### src/rtl/cam_frame_capture_gate.sv
// Per-camera frame gate: admits whole frames on trigger or continuously,
// and measures frame_start rate over a 1 s window.
module cam_frame_capture_gate #(
    parameter int DATA_WIDTH  = 64,
    parameter int CLK_FREQ_HZ = 100000000
) (
    input  logic                  clk,
    input  logic                  rst,
    input  logic                  frame_start,
    input  logic                  frame_end,
    input  logic                  in_valid,
    input  logic [DATA_WIDTH-1:0] in_data,
    input  logic                  trigger_capture_frame,
    input  logic                  continuous,
    output logic                  out_valid,
    output logic [DATA_WIDTH-1:0] out_data,
    output logic                  capture_busy,
    output logic                  capture_done,
    output logic [31:0]           frames_per_second,
    output logic [31:0]           frames_captured
);

    localparam int WIN_W = $clog2(CLK_FREQ_HZ);
    localparam logic [WIN_W-1:0] WIN_LAST = WIN_W'(CLK_FREQ_HZ - 1);

    typedef enum logic [1:0] {IDLE, ARMED, CAPTURE, DONE} state_t;

    state_t                state_q, state_d;
    logic                  trig_q;
    logic                  cont_q, cont_d;
    logic                  out_valid_q, out_valid_d;
    logic [DATA_WIDTH-1:0] out_data_q, out_data_d;
    logic                  done_q, done_d;
    logic [31:0]           fps_q, fps_d;
    logic [31:0]           fcap_q, fcap_d;
    logic [WIN_W-1:0]      win_q, win_d;
    logic [31:0]           fcnt_q, fcnt_d;
    logic                  trig_edge;
    logic                  pass;
    logic                  wrap;
    logic [31:0]           fs_sum;

    assign trig_edge = trigger_capture_frame & ~trig_q;

    always_ff @(posedge clk or posedge rst) begin
        if (rst) begin
            state_q     <= IDLE;
            trig_q      <= 1'b0;
            cont_q      <= 1'b0;
            out_valid_q <= 1'b0;
            out_data_q  <= '0;
            done_q      <= 1'b0;
            fps_q       <= '0;
            fcap_q      <= '0;
            win_q       <= '0;
            fcnt_q      <= '0;
        end else begin
            state_q     <= state_d;
            trig_q      <= trigger_capture_frame;
            cont_q      <= cont_d;
            out_valid_q <= out_valid_d;
            out_data_q  <= out_data_d;
            done_q      <= done_d;
            fps_q       <= fps_d;
            fcap_q      <= fcap_d;
            win_q       <= win_d;
            fcnt_q      <= fcnt_d;
        end
    end

    always_comb begin
        state_d = state_q;
        cont_d  = cont_q;
        case (state_q)
            IDLE: begin
                if (trig_edge || continuous) begin
                    state_d = ARMED;
                    cont_d  = continuous;
                end
            end
            ARMED: begin
                if (frame_start) state_d = CAPTURE;
            end
            CAPTURE: begin
                // end wins over a coincident start; the start only counts if we re-arm
                if (frame_end) begin
                    if (cont_q && continuous) begin
                        state_d = frame_start ? CAPTURE : ARMED;
                    end else begin
                        state_d = DONE;
                    end
                end
            end
            DONE: state_d = IDLE;
            default: state_d = IDLE;
        endcase
    end

    always_comb begin
        pass         = (state_q == CAPTURE) || (state_q == ARMED && frame_start);
        out_valid_d  = in_valid && pass;
        out_data_d   = in_valid ? in_data : out_data_q;
        capture_busy = (state_q == ARMED) || (state_q == CAPTURE);
        done_d       = done_q;
        if (state_q == IDLE && trig_edge) begin
            done_d = 1'b0;
        end else if (state_q == DONE) begin
            done_d = 1'b1;
        end
        fcap_d = fcap_q;
        if (state_q == CAPTURE && frame_end) fcap_d = fcap_q + 32'd1;
    end

    always_comb begin
        wrap   = (win_q == WIN_LAST);
        win_d  = wrap ? '0 : win_q + WIN_W'(1);
        fs_sum = (frame_start && fcnt_q != '1) ? fcnt_q + 32'd1 : fcnt_q;
        // a start on the wrap cycle still belongs to the closing window
        if (wrap) begin
            fps_d  = fs_sum;
            fcnt_d = '0;
        end else begin
            fps_d  = fps_q;
            fcnt_d = fs_sum;
        end
    end

    assign out_valid         = out_valid_q;
    assign out_data          = out_data_q;
    assign capture_done      = done_q;
    assign frames_per_second = fps_q;
    assign frames_captured   = fcap_q;

endmodule

### config.mk
export PLATFORM = sky130hd
export DESIGN_NAME = cam_frame_capture_gate
export DESIGN_NICKNAME = d
export VERILOG_FILES = /design/src/rtl/cam_frame_capture_gate.sv
export SDC_FILE = /design/constraint.sdc
export NUM_CORES = 1
export LEC_CHECK = 0
export BUFFER_PORTS_ARGS = -buffer_cell sky130_fd_sc_hd__buf_2
export CAP_MARGIN = 0
export CORE_ASPECT_RATIO = 1.75
export CORE_MARGIN = 5
export CORE_UTILIZATION = 45
export CTS_CLUSTER_DIAMETER = 100
export DETAILED_ROUTE_END_ITERATION = 6
export PLACE_DENSITY_LB_ADDON = 0.2
export SYNTH_ARGS = -nofsm -noshare
export SYNTH_HDL_FRONTEND = slang
export SYNTH_SLANG_ARGS = --single-unit
### constraint.sdc
create_clock -name clk -period 8.45 [get_ports clk]
set_input_delay 0.4225 -clock clk [delete_from_list [all_inputs] [get_ports clk]]
set_output_delay 0.4225 -clock clk [all_outputs]
set_load 0.02 [all_outputs]
### Word level (Yosys, flattened, before mapping)

Index checks and enable logic that the tools add are counted.

| word-level totals | value |
|---|---|
| bits in registers | 193 |
| latch bits | 0 |
| RAM bits | 0 |
| memory bits (read-only) | 0 |
| bits of input ports | 71 |
| output and inout port bits | 131 |
| logic and storage cells | 47 |
| memories kept | 0 |

| cells by class | value |
|---|---|
| add/subtract/negate cells | 3 |
| multiply operators | 0 |
| divide/modulo/power cells | 0 |
| $lt $le $gt $ge | 0 |
| equal/unequal tests | 8 |
| shift-type cells | 0 |
| muxes and demuxes | 11 |
| bitwise gates (word level) | 2 |
| reductions and logical operators | 13 |

Operators by type and width:

| kind | count |
|---|---|
| $add 32x1->32 const B | 2 |
| $mux 32 | 2 |
| $ne 32x32->1 const B | 1 |
| $add 27x1->27 const B | 1 |
| $eq 27x27->1 const B | 1 |
| $mux 27 | 1 |
| $mux 2 | 5 |
| $pmux 2 s4 | 1 |
| $logic_and 1x1->1 | 6 |
| $ne 2x2->1 const B | 3 |
| $eq 2x2->1 const B | 2 |
| $logic_or 1x1->1 | 3 |
| $reduce_and 3->1 | 1 |
| $eq 2x1->1 const B | 1 |
| $logic_not 2->1 | 1 |
| $mux 1 | 2 |
| $reduce_and 2->1 | 1 |
| $reduce_bool 2->1 | 1 |
| $and 1x1->1 | 1 |
| $not 1->1 | 1 |

### Depth between registers and ports, before layout

Gate-level depths: netlist of run 1.

| logic depth | value |
|---|---|
| depth in word-level cells | 5 |
| depth in mapped cells | 8 |
| mapped depth without buffers | 7 |

### Worst setup path after synthesis of run 1

Ideal clock, no wire load.

| path | value |
|---|---|
| kind | register -> register |
| from | reg fcnt_q[5] |
| to | reg fps_q[28], in the netlist frames_per_second[28] |
| library setup time | 0.082 ns |
| data arrival time | 2.132 ns |
| data required time | 8.368 ns |
| path slack | 6.236 ns |
| cell stages (with the launch flop) | 7 |
| path buffers | 1 |
| clock period less this slack | 2.214 ns |
| cell sequence | dfrtp_1 -> nand4_1 -> or4_1 -> buf_2 -> a211o_4 -> or4_4 -> a31oi_1 |

| on the way | value |
|---|---|
| longest elaborated chain between the ends | 3 |
| elaborated cells on any way between the ends | 4 |
| those cells by class | 1 x add/sub; 1 x eq/ne; 1 x mux; 1 x reduce/logical |

Ends and longest elaborated chain:

| item | line | RTL |
|---|---|---|
| from (decl) | 37 | `logic [31:0] fcnt_q, fcnt_d;` |
| from (signal assigned) | 67 | `fcnt_q <= fcnt_d;` |
| parallel branches: the longest is 2 deep, another holds $add 32x1->32 | - |  |
| $mux 32 * | 117 | `fs_sum = (frame_start && fcnt_q != '1) ? fcnt_q + 32'd1 : fcnt_q;` |
| to (signal assigned) | 64 | `fps_q <= fps_d;` |
| to (decl) | 34 | `logic [31:0] fps_q, fps_d;` |

Every way passes the cells marked *.
A chain may end at the register's enable or synchronous reset.

### Worst setup path after layout of run 1

Same ends and word-level chain as after synthesis.

==> results of run 1 <==
==> synthesized netlist by cell type, types with 2 or more instances <==
library cell,n,area share [%]
or3_2,3,0.27
a21oi_1,35,2.1
o31ai_1,7,0.63
and4_1,12,1.3
o21ai_0,17,1.0
o211ai_1,2,0.18
ha_1,8,1.2
a31oi_1,21,1.6
nor4bb_1,2,0.24
nand3_1,30,1.8
or2_2,2,0.15
clkbuf_8,3,0.49
or3_1,12,0.89
nand4_1,27,2.0
nor4_1,8,0.60
nor2b_1,2,0.15
a2111oi_0,8,0.83
nand2_1,40,1.8
xor2_1,15,1.6
nor2_1,68,3.0
mux2_2,65,8.7
dfrtp_1,193,57
nor3_1,6,0.36
nor4b_1,3,0.31
nand2b_1,4,0.30
buf_2,3,0.18
and3_1,16,1.2
xnor2_1,51,5.3
or4_1,7,0.63
nand3b_1,2,0.18
clkbuf_1,23,1.0
inv_1,12,0.54
and2_1,5,0.37
==> routing by layer <==
| layer | global-route usage [%] | routed length [µm] |
|---|---|---|
| met1 | 21.7 | 7730 |
| met2 | 32.3 | 10100 |
| met3 | 3.59 | 862 |
| met4 | 7.50 | 572 |
| met5 | 0 | 0 |
==> worst max-delay path by stage <==
stage / start / end / cells after the start
floorplan: rst / capture_done$_DFFE_PP0P_ / 1
global placement: fcnt_q[5]$_DFF_PP0_ / frames_per_second[28]$_DFFE_PP0N_ / 5
detailed placement: frame_start / frames_per_second[27]$_DFFE_PP0N_ / 6
CTS: fcnt_q[5]$_DFF_PP0_ / frames_per_second[28]$_DFFE_PP0N_ / 5
global route: fcnt_q[26]$_DFF_PP0_ / frames_per_second[9]$_DFFE_PP0N_ / 5
finish: fcnt_q[5]$_DFF_PP0_ / frames_per_second[28]$_DFFE_PP0N_ / 5
==> cell families (layout without fill, tap and decap cells) <==
kind of cell / Yosys count / after routing / synth area share (%)
multiplexers: 66 / 66 / 8.83
flip-flops: 193 / 193 / 57.5
AND/OR/NAND/NOR: 255 / 255 / 16.3
adder cells (fa/ha/maj): 8 / 8 / 1.19
XOR/XNOR: 66 / 66 / 6.88
AO/OA/AOI/OAI: 96 / 96 / 7.03
buffers and inverters: 43 / 249 / 2.34
==> stage by stage <==
step / instances / setup slack, ns
2_1_floorplan: 727 / 2.77
3_3_place_gp: 1140 / 6.07
3_5_place_dp: 1140 / 5.99
4_1_cts: 1171 / 6.00
5_1_grt: 1171 / 5.77
6_report: 1171 / 5.99
==> critical path, stage by stage (launching register included) <==
cell	delay, ns
dfrtp_1	0.44
nand4_1	0.16
or4_1	0.71
a211o_4	0.41
or4_4	0.49
a31oi_1	0.18
==> flip-flops by register name (all words and copies together), names as in the netlist <==
name	flops
frames_per_second	32
frames_captured	32
out_valid	1
fcnt_q	32
state_q	2
out_data	64
capture_done	1
win_q	27
cont_q	1
trig_q	1
==> area by class of cell <==
class                      count  area (µm²)
sequential                   193        4830
tap                          238         298
fill                        1679        8310
timing repair buffer         206        1040
clock inverter                11         130
clock buffer                  20         457
multi-input combinational    491        3380
inverter                      12        52.6
==> where the power goes <==
part / internal (mW) / total (mW) / switching (mW)
clock network: 0.453 / 0.802 / 0.350
logic: 0.119 / 0.299 / 0.179
registers: 0.989 / 1.04 / 0.0530
==> summary.md, run 1 <==
| Metric | Value |
|---|---|
| Outcome | `finished, final reports clean` |
| Layout Utilization | `a little under three fifths` |
| Number of antenna diodes | `0` |
| Worst r2r src | `fcnt_q[5]$_DFF_PP0_` |
| First-pass GRT wire length | `about 32000 µm` |
| Final WL | `roughly 19000 µm` |
| Synth warnings | `0` |
| Worst rel slew slack | `about a third` |
| Clock-pin slew on the worst setup and hold paths | `around 0.07 ns` |
| Total gr overflow | `0` |
| DP Area | `just under 0.01 mm²` |
| Syn Inst Count | `between 700 and 800` |
| Critical Path Sink Type | `register` |
| Post-CTS Setup Bufs | `0` |
| Register bit total from synthesis | `~190` |
| Finish-stage setup viols | `0` |
| Top-Level Pins | `between 200 and 250` |
| Slew @ Worst Pin | `~1 ns` |
| Hold Slack | `about 0.13 ns` |
| Clock latency on the worst-skew pair | `approximately 0.42 ns` |
| Final net count | `1000` |
| Clk root buf | `clkbuf_16` |
| Async S/R FF share, synth | `100%` |
| Vias in the first global route | `6394` |
| Starting DRT DRC Count | `a little under 400` |
| Starting Density | `between 40% and 50%` |
| Peak VDD IR | `0.000117 V` |
| Die Span Y | `~190 µm` |
| Mean area per synthesized cell | `roughly 12 µm²` |
| Total CTS buffers | `17` |
| Tcrit/Tclk final | `between 20 and 30%` |
| Design Power | `2.14 mW` |
| Worst-path maximum fanout | `9` |
| Crit path kind | `reg -> reg` |
| Detail Route Antenna Nets | `0` |
| Setup slack, reg-to-reg | `5.99 ns` |
| Placer Congestion | `between 0.7 and 0.8` |
| Req. time, crit path | `between 8 and 9 ns` |
| Seq/Total Area, Yosys | `a little under three fifths` |
| Clock Tree Buf Depth | `2` |
| Arrival @ worst endpoint | `around 2.8 ns` |
| Pleak | `approximately 4.5 nW` |
| MaxCap Viol Count | `0` |
| Area grow syn2layout | `21.2%` |
| P per Cell Area | `~210 mW/mm²` |
| Largest net degree at the start of global routing | `~120` |
| FP Rows | `66` |
| Critical R2R Capture | `frames_per_second[28]$_DFFE_PP0N_` |
| CTS resizes | `0` |
| Final Hold Viols | `0` |
| H-tree levels | `4` |
| R2R depth | `5` |
| Total track usage | `around 18%` |
| Core Region | `roughly 0.018 mm²` |
| Share of layout cells above drive strength 1 | `around a third` |
| CP startpoint kind | `register` |
| Main flop type after synthesis | `dfrtp_1` |
| Die span in x | `roughly 110 µm` |
| CTS tree | `built` |
| Port bufs | `201` |
| Most frequent cells in the layout | `buf_2, dfrtp_1, nor2_1` |
| Drt wl/cell | `approximately 16 µm` |
| Post-CTS Hold Buffers | `0` |
| Mapped Nets | `between 800 and 900` |
| TritonRoute pass-1 iters | `5` |
| Clock skew | `0.00998 ns` |
| Cell area after synthesis | `between 0.008 and 0.009 mm²` |
| Die area | `0.0216 mm²` |
| Clock sink count | `193` |
| Netlist cell types | `48` |
| Initial antenna violation count | `0` |
| F_max | `roughly 400 MHz` |
| Mean number of vias per cell | `between 5 and 6` |
| Minimum clock period | `around 2.5 ns` |
| HP Class | `in -> async` |
| Hpwl dp | `around 14000 µm` |
| Post-synth EDFFs | `0` |
| RSZ-0062 raised after global routing | `no` |
| Slew Limit Fails | `0` |
| Commonest non-fill, non-tap cell in the layout | `buf_2` |
| Routed vias | `between 6000 and 7000` |
| Finished layout cell area | `between 0.01 and 0.015 mm²` |
| Drt drc | `0` |
| Setup TNS | `0 ns` |
No activity file was read; power rests on OpenSTA's default activity.
==> run 2, diff against run 1 <==
--- a/config.mk
+++ b/config.mk
@@ -5,6 +5,7 @@
 export SDC_FILE = /design/constraint.sdc
 export NUM_CORES = 1
 export LEC_CHECK = 0
+export ABC_AREA = 1
 export BUFFER_PORTS_ARGS = -buffer_cell sky130_fd_sc_hd__buf_2
 export CAP_MARGIN = 0
 export CORE_ASPECT_RATIO = 1.75
==> constraint.sdc (replaced) <==
create_clock -name clk -period 2.05 [get_ports clk]
set_input_delay 0.1025 -clock clk [delete_from_list [all_inputs] [get_ports clk]]
set_output_delay 0.1025 -clock clk [all_outputs]
set_load 0.02 [all_outputs]
==> summary.md, run 2 <==
| Metric | Value |
|---|---|
| Outcome | `finished, final reports clean` |
| Slew @ Worst Pin | `around 0.65 ns` |
| MaxCap Viol Count | `0` |
| Critical Path Sink Type | `register` |
| Vias in the first global route | `9109` |
| CP top delay family | `simple AND/OR/NAND/NOR gates` |
| Share of layout cells above drive strength 1 | `22.0%` |
| FILL cells | `between 1500 and 2000` |
| Mean area per synthesized cell | `between 7 and 8 µm²` |
| CTS tree | `built` |
| Drt wl/cell | `~14 µm` |
| Initial antenna violation count | `0` |
| Arrival @ worst endpoint | `between 2 and 2.5 ns` |
| Pre-CTS setup slack | `about 0.12 ns` |
| Clock skew | `0.00779 ns` |
| Core Region | `about 0.021 mm²` |
| Worst stage delay on the critical path | `0.42 ns` |
| Port bufs | `~200` |
| Worst-path maximum fanout | `7` |
| Peak VDD IR | `0.000609 V` |
| Clock sink count | `around 190` |
| Drt drc | `0` |
| Synth top cells by count | `nand2_1, dfrtp_1, inv_1, nor2_1, nand3_1` |
| Async S/R FF share, synth | `100%` |
| Req. time, crit path | `roughly 2.4 ns` |
| Clk root buf | `clkbuf_16` |
| Synth area leader | `dfrtp_1` |
| Post-Layout Cell Count | `~1800` |
| Syn Inst Count | `approximately 1200` |
| Crit path from | `state_q[0]$_DFFE_PP0P_` |
| Buf/Inv on CP | `2` |
| Clock-pin slew on the worst setup and hold paths | `0.07 ns` |
| Minimum clock period | `approximately 1.9 ns` |
| Worst hold start | `frame_start` |
| Final setup margin | `0.172 ns` |
| Area occupied by multi-input gates | `0.00431 mm²` |
| Most used cell, CP | `nand2_1` |
| Worst rel slew slack | `between 50% and 60%` |
| Netlist cell types | `39` |
| Total track usage | `22.4%` |
| Top cells by area, synth | `dfrtp_1, nand2_1, inv_1` |
| Total CTS buffers | `17` |
| Final Hold Viols | `0` |
| Crit path kind | `reg -> reg` |
| Register bit total from synthesis | `just under 200` |
| Most frequent cells in the layout | `nand2_1, buf_2, dfrtp_1` |
| P per Cell Area | `about 730 mW/mm²` |
| First-pass GRT wire length | `roughly 45000 µm` |
| Setup slack, reg-to-reg | `between 0.15 and 0.2 ns` |
| Final net count | `1605` |
| Top-Level Pins | `between 200 and 250` |
| Synth warnings | `0` |
| Die span in x | `122 µm` |
| Post-synth EDFFs | `0` |
| Finish-stage setup viols | `0` |
| Commonest non-fill, non-tap cell in the layout | `nand2_1` |
| RSZ-0062 raised after global routing | `yes` |
| R2R depth | `10` |
| Starting Density | `a little under half` |
| Detail Route Antenna Nets | `0` |
| CP startpoint kind | `register` |
| Routed vias | `8802` |
| Final WL | `approximately 27000 µm` |
| Seq/Total Area, Yosys | `between 40% and 50%` |
| Number of antenna diodes | `0` |
| TritonRoute pass-1 iters | `7` |
| H-tree levels | `4` |
| Critical Path Stages | `10` |
| F_max | `532 MHz` |
| Placer Congestion | `0.876` |
| FF+latch area | `a little under 0.005 mm²` |
| Worst r2r src | `state_q[0]$_DFFE_PP0P_` |
| Hpwl dp | `19300 µm` |
| Placed Cells | `1732` |
| Clock latency on the worst-skew pair | `around 0.43 ns` |
| Largest register FFs | `64` |
| Main flop type after synthesis | `dfrtp_1` |
| Mapped Nets | `approximately 1300` |
| FP Rows | `~70` |
| Largest net degree at the start of global routing | `between 90 and 100` |
| HP Class | `in -> reg` |
| CP endpoint | `frames_captured[20]$_DFFE_PP0P_` |
| Critical R2R Capture | `frames_captured[20]$_DFFE_PP0P_` |
| Mean number of vias per cell | `between 4 and 5` |
| Clock Tree Buf Depth | `2` |
| Cell area after synthesis | `0.00984 mm²` |
| Hold Slack | `slightly below 0.04 ns` |
| Pleak | `around 6.7 nW` |
| Die Span Y | `slightly above 200 µm` |
| Area grow syn2layout | `27.2%` |
| Share of the synthesized area in the top cell type | `between 40 and 50%` |
| CP Cell Sequence | `inv_1, ha_1, nand2_2, inv_1, nand2_1, nor2_4, nand2_1, nor2_1, nand2_1, xor2_1` |
| Slew Limit Fails | `0` |
| Starting DRT DRC Count | `411` |
| Die area | `0.0250 mm²` |
| Slowest stage cell, crit path | `dfrtp_1` |
| Design Power | `between 9 and 10 mW` |
| Setup TNS | `0 ns` |
| Total gr overflow | `0` |
| Tcrit/Tclk final | `about nine tenths` |
| Top-count cell post-synth | `nand2_1` |
-- run 2: changes by cell type after synthesis, moves of 15 or more --
cell | before | now
nand2_2 | 0 | 16
xnor2_1 | 51 | 12
inv_1 | 12 | 137
a21oi_1 | 35 | 11
and3_1 | 16 | 0
a31oi_1 | 21 | 0
nand3_2 | 0 | 20
nand3_1 | 30 | 63
mux2_2 | 65 | 0
nor2_1 | 68 | 118
nand2_1 | 40 | 485
nor2_2 | 0 | 15
xor2_1 | 15 | 35
-- run 2: cell type report --
cell class	instances	share of cell area [%]
Clock buffer	20	3.57
Clock inverter	12	1.25
Inverter	140	4.25
Multi-Input combinational cell	883	34.4
Sequential cell	193	38.6
Tap cell	292	2.92
Timing Repair Buffer	291	15.1
-- run 2: power breakdown --
group	internal, mW	switching [mW]	leakage (nW)	total (mW)
clock	1.97	1.46	0.300	3.43
combinational	0.556	0.925	4.15	1.48
sequential	4.06	0.226	2.24	4.28
total	6.58	2.61	6.69	9.19
-- run 2: cells by family (layout without fill, tap and decap cells) --
logic type / Yosys count / in the layout / share of synthesized area [%]
AND/OR/NAND/NOR: 790 / 790 / 36.0
flip-flops: 193 / 193 / 49.1
buffers and inverters: 171 / 463 / 7.47
XOR/XNOR: 47 / 47 / 4.18
AO/OA/AOI/OAI: 38 / 38 / 2.29
adder cells (fa/ha/maj): 8 / 8 / 1.02
-- run 2: layer usage --
layer	up-vias	part of all wire [%]	GRT usage, %
li1	4395	-	-
met1	4055	36	24.0
met2	281	53	40.5
met3	71	5.7	5.39
met4	0	4.9	11.1
met5	-	0	0
-- run 2: stage by stage --
stage,area [µm²],util (%)
2_1_floorplan,9850,-
3_3_place_gp,11200,52.2
3_5_place_dp,11200,52.2
4_1_cts,12500,58.1
5_1_grt,12500,58.2
6_report,12500,58.2
-- run 2: repair_timing --
item	4_1_cts	5_1_grt
hold endpoints to repair	259	0
endpoints found under the setup margin	0	27
hold buffers	67	0
buffers inserted	0	0
resized for setup	0	9
-- run 2: worst min path at each step --
| stage | endpoint | slack, ns | cells after the start |
|---|---|---|---|
| CTS | out_valid$_DFF_PP0_ | 0.02 | 3 |
| global route | out_valid$_DFF_PP0_ | 0.04 | 3 |
| floorplan | trig_q$_DFF_PP0_ | 0.13 | 0 |
| detailed placement | trig_q$_DFF_PP0_ | 0.23 | 1 |
| finish | out_valid$_DFF_PP0_ | 0.04 | 3 |
| global placement | trig_q$_DFF_PP0_ | 0.23 | 1 |
-- run 2: worst register-to-register path, cell delays in order, from the launching register on --
cell and delay [ns]:
dfrtp_1 0.42, inv_1 0.11, ha_1 0.23, nand2_2 0.14
inv_1 0.10, nand2_1 0.13, nor2_4 0.17, nand2_1 0.10
nor2_1 0.16, nand2_1 0.09, xor2_1 0.15
==> run 3, diff against run 2 <==
--- a/config.mk
+++ b/config.mk
@@ -8,9 +8,11 @@
 export ABC_AREA = 1
 export BUFFER_PORTS_ARGS = -buffer_cell sky130_fd_sc_hd__buf_2
 export CAP_MARGIN = 0
+export CELL_PAD_IN_SITES_DETAIL_PLACEMENT = 2
+export CELL_PAD_IN_SITES_GLOBAL_PLACEMENT = 2
 export CORE_ASPECT_RATIO = 1.75
 export CORE_MARGIN = 5
-export CORE_UTILIZATION = 45
+export CORE_UTILIZATION = 29
 export CTS_CLUSTER_DIAMETER = 100
 export DETAILED_ROUTE_END_ITERATION = 6
 export PLACE_DENSITY_LB_ADDON = 0.2
==> summary.md, run 3 (same netlist as run 2, synthesis figures left out) <==
| Metric | Value |
|---|---|
| Outcome | `finished, final reports clean` |
| P_sw | `around 2.9 mW` |
| Final Hold Viols | `0` |
| First-pass GRT wire length | `about 59000 µm` |
| Routed vias | `about 9300` |
| Starting DRT DRC Count | `212` |
| Detail Route Antenna Nets | `0` |
| RSZ-0062 raised after global routing | `yes` |
| Worst rel slew slack | `a little under three fifths` |
| Core Region | `around 0.034 mm²` |
| Worst-path maximum fanout | `5` |
| Met1 usage | `around 18%` |
| Number of antenna diodes | `0` |
| MaxCap Viol Count | `0` |
| Drt wl/cell | `~18 µm` |
| Arrival @ worst endpoint | `roughly 2.3 ns` |
| Peak VDD IR | `a little over 0.0006 V` |
| Req. time, crit path | `2.43 ns` |
| Drt drc | `0` |
| Die Span Y | `254 µm` |
| Critical Path Sink Type | `register` |
| F_max | `about 530 MHz` |
| Clock latency on the worst-skew pair | `roughly 0.45 ns` |
| Clock skew | `around 0.019 ns` |
| Clock power share | `between 30% and 40%` |
| Total track usage | `about a fifth` |
| Vias in the first global route | `10900` |
| Final setup margin | `approximately 0.15 ns` |
| Largest net degree at the start of global routing | `82` |
| CP startpoint kind | `register` |
| Final net count | `about 1600` |
| Commonest non-fill, non-tap cell in the layout | `nand2_1` |
| Initial antenna violation count | `0` |
| DP Area | `roughly 0.012 mm²` |
| HP Class | `in -> reg` |
| H-tree levels | `4` |
| Setup TNS | `0 ns` |
| Sw frac | `a little under a third` |
| Slew Limit Fails | `0` |
| P_int | `6.40 mW` |
| Pleak | `between 6 and 7 nW` |
| P per Cell Area | `roughly 730 mW/mm²` |
| Starting Density | `between 20 and 30%` |
| Clock Tree Buf Depth | `2` |
| Total gr overflow | `0` |
| Grt peak-use layer | `met2` |
| Slew @ Worst Pin | `between 0.6 and 0.7 ns` |
| Met2 Use GR | `just over 40%` |
| Top-Level Pins | `between 200 and 250` |
| Minimum clock period | `1.90 ns` |
| Most frequent cells in the layout | `nand2_1, buf_2, dfrtp_1` |
| Placer Congestion | `between 0.8 and 0.9` |
| Sequential power share | `45.8%` |
| Largest register FFs | `64` |
| TritonRoute pass-1 iters | `4` |
| Crit path kind | `reg -> reg` |
| Finish-stage setup viols | `0` |
| Hpwl dp | `27700 µm` |
| Final WL | `between 30000 and 40000 µm` |
| Met3 Use GR | `~4.4%` |
| Mean number of vias per cell | `4.65` |
| Die area | `0.0379 mm²` |
| Finished layout cell area | `between 0.01 and 0.015 mm²` |
| CTS tree | `built` |
| Design Power | `slightly above 9 mW` |
| Clock-pin slew on the worst setup and hold paths | `~0.080 ns` |
| Area grow syn2layout | `30.8%` |
| Pre-CTS setup slack | `-0.00143 ns` |
| Tcrit/Tclk final | `roughly 93%` |
| Clk root buf | `clkbuf_16` |
| Die span in x | `149 µm` |
| Port bufs | `201` |
| FP Rows | `approximately 90` |
| Total CTS buffers | `17` |
| Clock sink count | `193` |
| Gate power share | `between 10% and 20%` |
| Share of layout cells above drive strength 1 | `between 20% and 30%` |
run 3: routing by layer:
metal / part of all wire [%] / up-vias
met4: 4.7 / 0
met5: 0 / -
met2: 59 / 203
met1: 32 / 4634
li1: - / 4418
met3: 4.1 / 79
run 3: cell type report:
class	count	area (µm²)
Clock buffer	19	443
Clock inverter	13	144
Fill cell	4023	20800
Inverter	140	532
Multi-Input combinational cell	883	4300
Sequential cell	193	4830
Tap cell	455	569
Timing Repair Buffer	306	2060
run 3: critical path, stage by stage (launching register included):
cell and delay, ns:
dfrtp_1 0.43, ha_2 0.27, nand2_1 0.07, inv_1 0.07, nand2_1 0.11, nor2_2 0.17, nand2_1 0.16, nor2_2 0.19
nand2_1 0.08, nand2_1 0.09, nand2_1 0.08, nor2_1 0.11
run 3: final timing paths:
check	startpoint	endpoint	slack [ns]	cells past startpoint
min reg2reg	out_data[7]$_DFFE_PP0P_	out_data[7]$_DFFE_PP0P_	0.47	2
min	frame_start	out_valid$_DFF_PP0_	0.07	3
max reg2reg	fcnt_q[0]$_DFF_PP0_	fcnt_q[18]$_DFF_PP0_	0.15	11
max	fcnt_q[0]$_DFF_PP0_	fcnt_q[18]$_DFF_PP0_	0.15	11
max in group asynchronous	rst	fcnt_q[0]$_DFF_PP0_	1.12	4
min in group asynchronous	rst	frames_captured[16]$_DFFE_PP0P_	0.17	3
run 3: stage by stage:
stage / hold slack (ns) / std cells / utilization (%)
6_report: 0.0693 / 2009 / 38.3
5_1_grt: 0.0557 / 2009 / 38.3
4_1_cts: 0.0366 / 2009 / 38.2
3_5_place_dp: 0.0892 / 1910 / 34.5
3_3_place_gp: 0.0864 / 1910 / 34.5
2_1_floorplan: 0.134 / 1247 / -
run 3: what timing repair did:
action | in CTS | in global routing
hold buffers | 67 | 0
resized for setup | 1 | 7
setup buffers | 0 | 0
hold endpoints to repair | 179 | 0
setup endpoints to repair | 1 | 14
run 3: power groups by stage:
stage          combinational [mW]  clock, mW  sequential [mW]
4_1_cts                      1.65       3.58             4.28
3_3_place_gp                 1.49          0             4.33
5_1_grt                      1.80       3.71             4.31
3_5_place_dp                 1.53          0             4.34
2_1_floorplan               0.677          0             4.53
6_report                     1.63       3.44             4.28
